--- config.mk ---
export PLATFORM = sky130hd
export DESIGN_NAME = eff_sel_ctrl
export DESIGN_NICKNAME = d
export VERILOG_FILES = /design/src/rtl/eff_sel_ctrl.sv
export SDC_FILE = /design/constraint.sdc
export NUM_CORES = 1
export LEC_CHECK = 0
export BUFFER_PORTS_ARGS = -buffer_cell sky130_fd_sc_hd__buf_2
export CAP_MARGIN = 15
export CELL_PAD_IN_SITES_DETAIL_PLACEMENT = 1
export CELL_PAD_IN_SITES_GLOBAL_PLACEMENT = 1
export CORE_MARGIN = 3
export CORE_UTILIZATION = 46
export DETAILED_ROUTE_END_ITERATION = 12
export HOLD_SLACK_MARGIN = 0.02
export MAX_ROUTING_LAYER = met4
export PLACE_DENSITY_LB_ADDON = 0.1
export SLEW_MARGIN = 25
export SYNTH_ARGS = -nofsm -noshare
export SYNTH_HDL_FRONTEND = slang
export SYNTH_SLANG_ARGS = --single-unit
export TNS_END_PERCENT = 20
--- constraint.sdc ---
create_clock -name clk -period 9.04 [get_ports clk]
set_input_delay 0.904 -clock clk [delete_from_list [all_inputs] [get_ports clk]]
set_output_delay 0.904 -clock clk [all_outputs]
set_load 0.05 [all_outputs]
--- src/rtl/eff_sel_ctrl.sv ---
// Click-free effect selection sequencer: debounces the switch bank, fades the
// effects pipe to silence, swaps the selection, flushes stale samples, fades back in.
module eff_sel_ctrl #(
    parameter int DATA_W        = 24,
    parameter int SEL_W         = 16,
    parameter int DB_CYCLES     = 245760,
    parameter int RAMP_LOG2     = 6,
    parameter int FLUSH_SAMPLES = 32
) (
    input  logic                     clk,
    input  logic                     rst,
    input  logic [SEL_W-1:0]         sw_i,
    output logic [SEL_W-1:0]         sel_o,
    output logic                     en_o,
    input  logic signed [DATA_W-1:0] data_i,
    input  logic                     vld_i,
    output logic signed [DATA_W-1:0] data_o,
    output logic                     vld_o,
    output logic [RAMP_LOG2:0]       gain_o,
    output logic                     busy_o
);

    localparam int G_W  = RAMP_LOG2 + 1;
    localparam int P_W  = DATA_W + G_W;
    localparam int DB_W = (DB_CYCLES > 1) ? $clog2(DB_CYCLES) : 1;
    localparam int FL_W = (FLUSH_SAMPLES > 1) ? $clog2(FLUSH_SAMPLES + 1) : 1;

    localparam logic [G_W-1:0]  GAIN_FULL = G_W'(2 ** RAMP_LOG2);
    localparam logic [G_W-1:0]  GAIN_ONE  = G_W'(1);
    localparam logic [DB_W-1:0] DB_LAST   = DB_W'(DB_CYCLES - 1);
    localparam logic [FL_W-1:0] FL_LAST   = FL_W'(FLUSH_SAMPLES - 1);

    typedef enum logic [2:0] {
        S_RUN,
        S_FADE_OUT,
        S_SWAP,
        S_FLUSH,
        S_FADE_IN
    } state_t;

    // Gain is zero-extended so the product stays signed; the arithmetic shift
    // floors toward -inf, and full gain reproduces the input exactly.
    function automatic logic signed [DATA_W-1:0] scale_sample(
        input logic signed [DATA_W-1:0] d,
        input logic [G_W-1:0]           g
    );
        logic signed [P_W-1:0] prod;
        prod = $signed({{G_W{d[DATA_W-1]}}, d}) * $signed({{DATA_W{1'b0}}, g});
        return DATA_W'(prod >>> RAMP_LOG2);
    endfunction

    logic [SEL_W-1:0]         sync1_q,  sync1_d;
    logic [SEL_W-1:0]         sw_s_q,   sw_s_d;
    logic [SEL_W-1:0]         cand_q,   cand_d;
    logic [DB_W-1:0]          db_cnt_q, db_cnt_d;
    logic [SEL_W-1:0]         stable_q, stable_d;
    state_t                   state_q,  state_d;
    logic [SEL_W-1:0]         sel_q,    sel_d;
    logic                     en_q,     en_d;
    logic [G_W-1:0]           gain_q,   gain_d;
    logic [FL_W-1:0]          fl_cnt_q, fl_cnt_d;
    logic signed [DATA_W-1:0] data_q,   data_d;
    logic                     vld_q,    vld_d;
    logic                     busy_q,   busy_d;
    logic                     pending;

    assign pending = (stable_q != sel_q);

    always_comb begin
        sync1_d  = sw_i;
        sw_s_d   = sync1_q;
        cand_d   = cand_q;
        db_cnt_d = db_cnt_q;
        stable_d = stable_q;
        // Any movement restarts the stability window; the counter parks at its
        // last value once the candidate is accepted.
        if (sw_s_q != cand_q) begin
            cand_d   = sw_s_q;
            db_cnt_d = '0;
        end else if (db_cnt_q == DB_LAST) begin
            stable_d = cand_q;
        end else begin
            db_cnt_d = db_cnt_q + DB_W'(1);
        end
    end

    always_comb begin
        vld_d  = vld_i;
        data_d = vld_i ? scale_sample(data_i, gain_q) : data_q;
    end

    always_comb begin
        state_d  = state_q;
        sel_d    = sel_q;
        gain_d   = gain_q;
        fl_cnt_d = fl_cnt_q;
        case (state_q)
            S_RUN: begin
                if (pending) state_d = S_FADE_OUT;
            end
            S_FADE_OUT: begin
                // Entered from FADE_IN at gain 0 there is nothing left to fade.
                if (gain_q == '0) begin
                    state_d = S_SWAP;
                end else if (vld_i) begin
                    gain_d = gain_q - GAIN_ONE;
                    if (gain_q == GAIN_ONE) state_d = S_SWAP;
                end
            end
            S_SWAP: begin
                sel_d    = stable_q;
                fl_cnt_d = '0;
                state_d  = S_FLUSH;
            end
            S_FLUSH: begin
                if (pending) begin
                    state_d = S_SWAP;
                end else if (vld_i) begin
                    fl_cnt_d = fl_cnt_q + FL_W'(1);
                    if (fl_cnt_q == FL_LAST) state_d = S_FADE_IN;
                end
            end
            S_FADE_IN: begin
                // A new request reverses the ramp from where it stands.
                if (pending) begin
                    state_d = S_FADE_OUT;
                end else if (vld_i) begin
                    gain_d = gain_q + GAIN_ONE;
                    if (gain_q == GAIN_FULL - GAIN_ONE) state_d = S_RUN;
                end
            end
            default: begin
                state_d = S_RUN;
                gain_d  = GAIN_FULL;
            end
        endcase
        en_d   = (state_d != S_SWAP);
        busy_d = (state_d != S_RUN);
    end

    always_ff @(posedge clk) begin
        if (rst) begin
            sync1_q  <= '0;
            sw_s_q   <= '0;
            cand_q   <= '0;
            db_cnt_q <= '0;
            stable_q <= '0;
            state_q  <= S_RUN;
            sel_q    <= '0;
            en_q     <= 1'b1;
            gain_q   <= GAIN_FULL;
            fl_cnt_q <= '0;
            data_q   <= '0;
            vld_q    <= 1'b0;
            busy_q   <= 1'b0;
        end else begin
            sync1_q  <= sync1_d;
            sw_s_q   <= sw_s_d;
            cand_q   <= cand_d;
            db_cnt_q <= db_cnt_d;
            stable_q <= stable_d;
            state_q  <= state_d;
            sel_q    <= sel_d;
            en_q     <= en_d;
            gain_q   <= gain_d;
            fl_cnt_q <= fl_cnt_d;
            data_q   <= data_d;
            vld_q    <= vld_d;
            busy_q   <= busy_d;
        end
    end

    assign sel_o  = sel_q;
    assign en_o   = en_q;
    assign gain_o = gain_q;
    assign data_o = data_q;
    assign vld_o  = vld_q;
    assign busy_o = busy_q;

endmodule

* After elaboration in Yosys (flattened, before gate mapping)
Cells that the tools add are included.
** Word-level totals
- Bits in registers :: 141
- Input bits :: 43
- Output and inout port bits :: 50
** Cells by class
- Add/sub/neg operators :: 4
- $mul :: 1
- Equality and inequality tests :: 17
- Muxes and demuxes :: 19
- Bitwise operators :: 2
- Reductions and logical operators :: 9
** Operator list (number)
- $ne 16x16->1 :: 2
- $mul 24x8->30 :: 1
- $mux 3 :: 10
- $mux 7 :: 4
- $pmux 7 s3 :: 1
- $add 18x1->18 const B :: 1
- $eq 18x18->1 const B :: 1
- $pmux 3 s5 :: 1
- $mux 6 :: 2
- $ne 2x2->1 const B :: 6
- $pmux 6 s2 :: 1
- $add 7x1->7 const B :: 1
- $eq 7x1->1 const B :: 1
- $eq 7x6->1 const B :: 1
- $logic_not 7->1 :: 1
- $sub 7x1->7 const B :: 1
- $add 6x1->6 const B :: 1
- $eq 3x2->1 const B :: 2
- $eq 6x5->1 const B :: 1
- $reduce_and 5->1 :: 1
- $eq 3x1->1 const B :: 1
- $eq 3x3->1 const B :: 1
- $logic_not 3->1 :: 1
- $ne 3x2->1 const B :: 1
- 7 further kinds :: 8

* Logic depth before layout (Yosys ltp)
- Word-level depth :: 6
- Gate-level depth with buffers :: 21

* Least setup slack after synthesis
OpenSTA, ideal clock, no wires.
- Kind :: register to register
- Start point :: reg gain_q[4], in the netlist gain_o[4]
- End point :: reg data_q[12], in the netlist data_o[12]
- Setup time :: 117 ps
- Arrival :: 5311 ps
- Path slack :: 3612 ps
- Cell stages (with the launch flop) :: 20
- Path buffers :: 2
- Clock period less this slack :: 5428 ps
- Cell sequence :: dfxtp_1 clkbuf_1 clkbuf_1 nand2_1 fa_1 fa_1 inv_1 fa_1 inv_1 fa_1 inv_1 ha_1 a2111oi_4 o21ai_4 a31oi_4 o21ai_2 a31oi_4 o21bai_1 xor2_1 a22o_1
** Between the ends
- Longest elaborated chain between the ends :: 1
** Ends and longest elaborated chain
- start, declared :: line 60 : logic [G_W-1:0] gain_q, gain_d;
- start signal, assigned :: line 165 : gain_q <= gain_d;
- $mul 24x8->30 :: line 48 : prod = $signed({{G_W{d[DATA_W-1]}}, d}) * $signed({{DATA_W{1'b0}}, g});
- end signal, assigned :: line 167 : data_q <= data_d;
- end, declared :: line 62 : logic signed [DATA_W-1:0] data_q, data_d;
No other way between the ends.
A chain may end at the register's enable or synchronous reset.

* Worst setup path after layout
Ends and elaborated chain as after synthesis.

==> reports/metrics.cfg <==
[synth]
synthesis.nets=1446
synth_xor_area_share_pct=6.03
synthMuxAreaShare_pct=2.54
synth_seq_area_share_pct=25.6
synth-edff-count=0
synth_compound_area_share_pct=8.04
yosysTopAreaCellShare_pct=25.6
synth_area_leader_cell=dfxtp_1
postSynth.asyncResetShare_pct=0
synth.avg_cell_area_um2=9.05
synth_flop_cell=dfxtp_1
synthTopCellsByArea=dfxtp_1 26%, fa_1 22%, and2_1 7.6%
ys_seq_elements=141
synth-simple-area-share_pct=21.6
syn-cell-area_um2=11000
synth_cell_type_count=62
synth_top_family_by_area=adder cells
netlist_instances=1220
synthAdderAreaFrac_pct=28.9
ys_warn_count=0

[grt]
grt_pass1_wl_um=45900
grt_pass1_vias=9077
grt_max_degree=65
grt-ovfl-total=0
grt.total_usage_pct=22.6
antenna_found_initial=0

[finish]
drive_gt1_share_pct=11.8
n_antenna_cell=0
area_growth_pct=12.2
nets=1515
mostFrequentLayoutCells=163 x inv_1, 141 x dfxtp_1, 135 x and2_1
final_common_cell=inv_1

[worst_setup_path]
crit_path_max_incr_delay_ns=0.92
crit_path_frequent_cell=fa_1
crit_chain=nand2_1 > fa_1 > fa_1 > inv_1 > fa_1 > inv_1 > fa_1 > inv_1 > ha_1 > a2111oi_4 > o21ai_4 > a31oi_4 > o21ai_2 > a31oi_4 > o21bai_1 > xor2_1 > a22o_1
r2r-end=data_o[12]
path_depth=17
slowest_stage=dfxtp_1
r2r-start=gain_o[4]
cp-endpoint=data_o[12]
crit_family=adder cells
crit_buf_inv=3
crit_type=flip-flop to flip-flop
critPathArrivalTime_ns=5.79
crit_path_start=gain_o[4]
rr_worst_depth=17
endpoint_kind=flip-flop
start_kind=flip-flop
worstPathMaxFanout=22
required_ns=9.35
r2r_slack_ns=3.56

[timing]
rsz0062_at_grt=false
fin_tns_setup_ns=0
layout_worst_path_cycle_share_pct=60.7
worst-slew-pin-transition_ns=0.921
finalClockSkew_ns=0.0140
setup_viol=0
drv_slew=0
finalCriticalPeriod_ns=5.48
final_hold_viol_count=0
max_freq_mhz=182
max_slew_margin_pct=38.5
worst_slack_ns=3.56

[floorplanning]
start_util_pct=46.9
rows=56
die_w_um=161
die_h_um=161
io_pins=93
fp.coreArea_um2=23500
die_area_um2=25900

[clock_tree]
cts_tree=built
cts_setup_buffers=0
cts.sinks=141
clock_latency_ns=0.42
clockBufferDepth=2
cts.reportedPaths.clkPinSlew_ns=0.07
cts_hold_buf=0
cts_buffers=17
post_cts_resized=0
htree_levels=4
cts_root_buf=clkbuf_16

[detailed_routing]
wl_um=26600
drc=0
viasPerCell=5.10
dr.first_iter.drc_count=361
via_count=8269
wl_per_cell_um=16.4
ant_nets=0
first_pass_iters=5

[power_and_ir_drop]
p_comb_share_pct=8.9
power_switching_uw=423
power_density_nw_per_um2=120
irDropWorstVdd_mv=0.120
pwr-share-clk_pct=47.5
sw_frac_of_total_pct=28.5
p_int_mw=1.06
power_leakage_nw=5.79
sequentialPowerShare_pct=43.6

[min_path]
holdPathStages=1
hold_path.class=flip-flop to flip-flop

[place]
post-place-ws_ns=3.54
port_buffers=92
dp.final_hpwl_um=20300
place_congestion=0.808

[outcome]
status=finished, final reports clean

[run]
cap_viol_max_count=0

## Yosys cell counts, drive strengths merged, types with 4 or more instances
cell / number
a22oi: 5
nor3: 18
nand2b: 4
inv: 163
mux2i: 28
nor2: 89
nand4: 15
a22o: 7
nor2b: 52
o211ai: 4
a21oi: 50
and3: 6
dfxtp: 141
fa: 120
nor4: 6
and2: 135
nand2: 92
buf: 4
xor2: 37
ha: 63
a21o: 7
clkbuf: 46
xnor2: 39
a211oi: 4
nand3: 21
a31oi: 5
o21ai: 21
or2: 4
## cell families (layout without fill, tap and decap cells)
logic type / after synthesis / after routing
and+or+nand+nor: 452 / 452
buffers and inverters: 213 / 295
adders and majority gates: 183 / 183
DFF: 141 / 141
AOI/OAI and AO/OA: 127 / 127
xor gates and xnor gates: 76 / 76
muxes: 28 / 28
## metal layers
metal	GRT usage, %	up-vias	routed length [um]
li1	-	4001	-
met1	29.3	4113	12100
met2	37.4	125	13100
met3	3.43	30	934
met4	5.87	0	505
met5	-	-	0
## per-stage QoR
step | instances | power, mW | area, um^2 | hold WS [ns] | utilization [%]
3_5_place_dp | 1589 | 0.794 | 11800 | 0.429 | 50.0
6_report | 1621 | 1.48 | 12400 | 0.438 | 52.6
4_1_cts | 1621 | 1.50 | 12400 | 0.442 | 52.6
3_3_place_gp | 1589 | 0.791 | 11800 | 0.419 | 50.0
2_1_floorplan | 1220 | 0.748 | 11000 | 0.414 | -
5_1_grt | 1621 | 1.55 | 12400 | 0.462 | 52.6
## worst register-to-register path: cells and delay by family (launching register included)
family	cells	cell delay [ns]
adder cells (fa/ha/maj)	5	2.48
AND/OR/NAND/NOR	1	0.19
AO/OA/AOI/OAI	7	1.47
flip-flops	1	0.92
buffers and inverters	3	0.17
XOR/XNOR	1	0.15
## power groups by stage
stage	registers, mW	clock network [mW]	logic, mW
final	0.646	0.703	0.132
after global routing	0.648	0.754	0.149
after CTS	0.646	0.717	0.134
after detailed placement	0.661	0	0.134
after global placement	0.660	0	0.131
after floorplan	0.680	0	0.0688
## state kept, by name, summed over array words and instances, names as in the netlist
register  cells
sw_s_d       16
data_o       24
en_o          1
vld_o         1
stable_q     16
fl_cnt_q      6
state_q       3
gain_o        7
db_cnt_q     18
sw_s_q       16
cand_q       16
sel_o        16
busy_o        1
## area by class of cell
cell class | instances | area, um^2
Timing Repair Buffer | 100 | 523
Fill cell | 2815 | 11200
Multi-Input combinational cell | 866 | 7420
Inverter | 163 | 612
Clock buffer | 17 | 425
Clock inverter | 15 | 186
Sequential cell | 141 | 2820
Tap cell | 319 | 399
## worst min-delay path by stage
stage,from,end,slack (ns)
floorplan,sw_s_d[0],sw_s_q[0],0.41
global placement,sw_s_d[7],sw_s_q[7],0.42
detailed placement,sw_s_d[12],sw_s_q[12],0.43
CTS,sw_s_d[12],sw_s_q[12],0.44
global route,sw_s_d[12],sw_s_q[12],0.46
finish,sw_s_d[7],sw_s_q[7],0.44
Note: power is estimated with default switching activity, not from simulation.
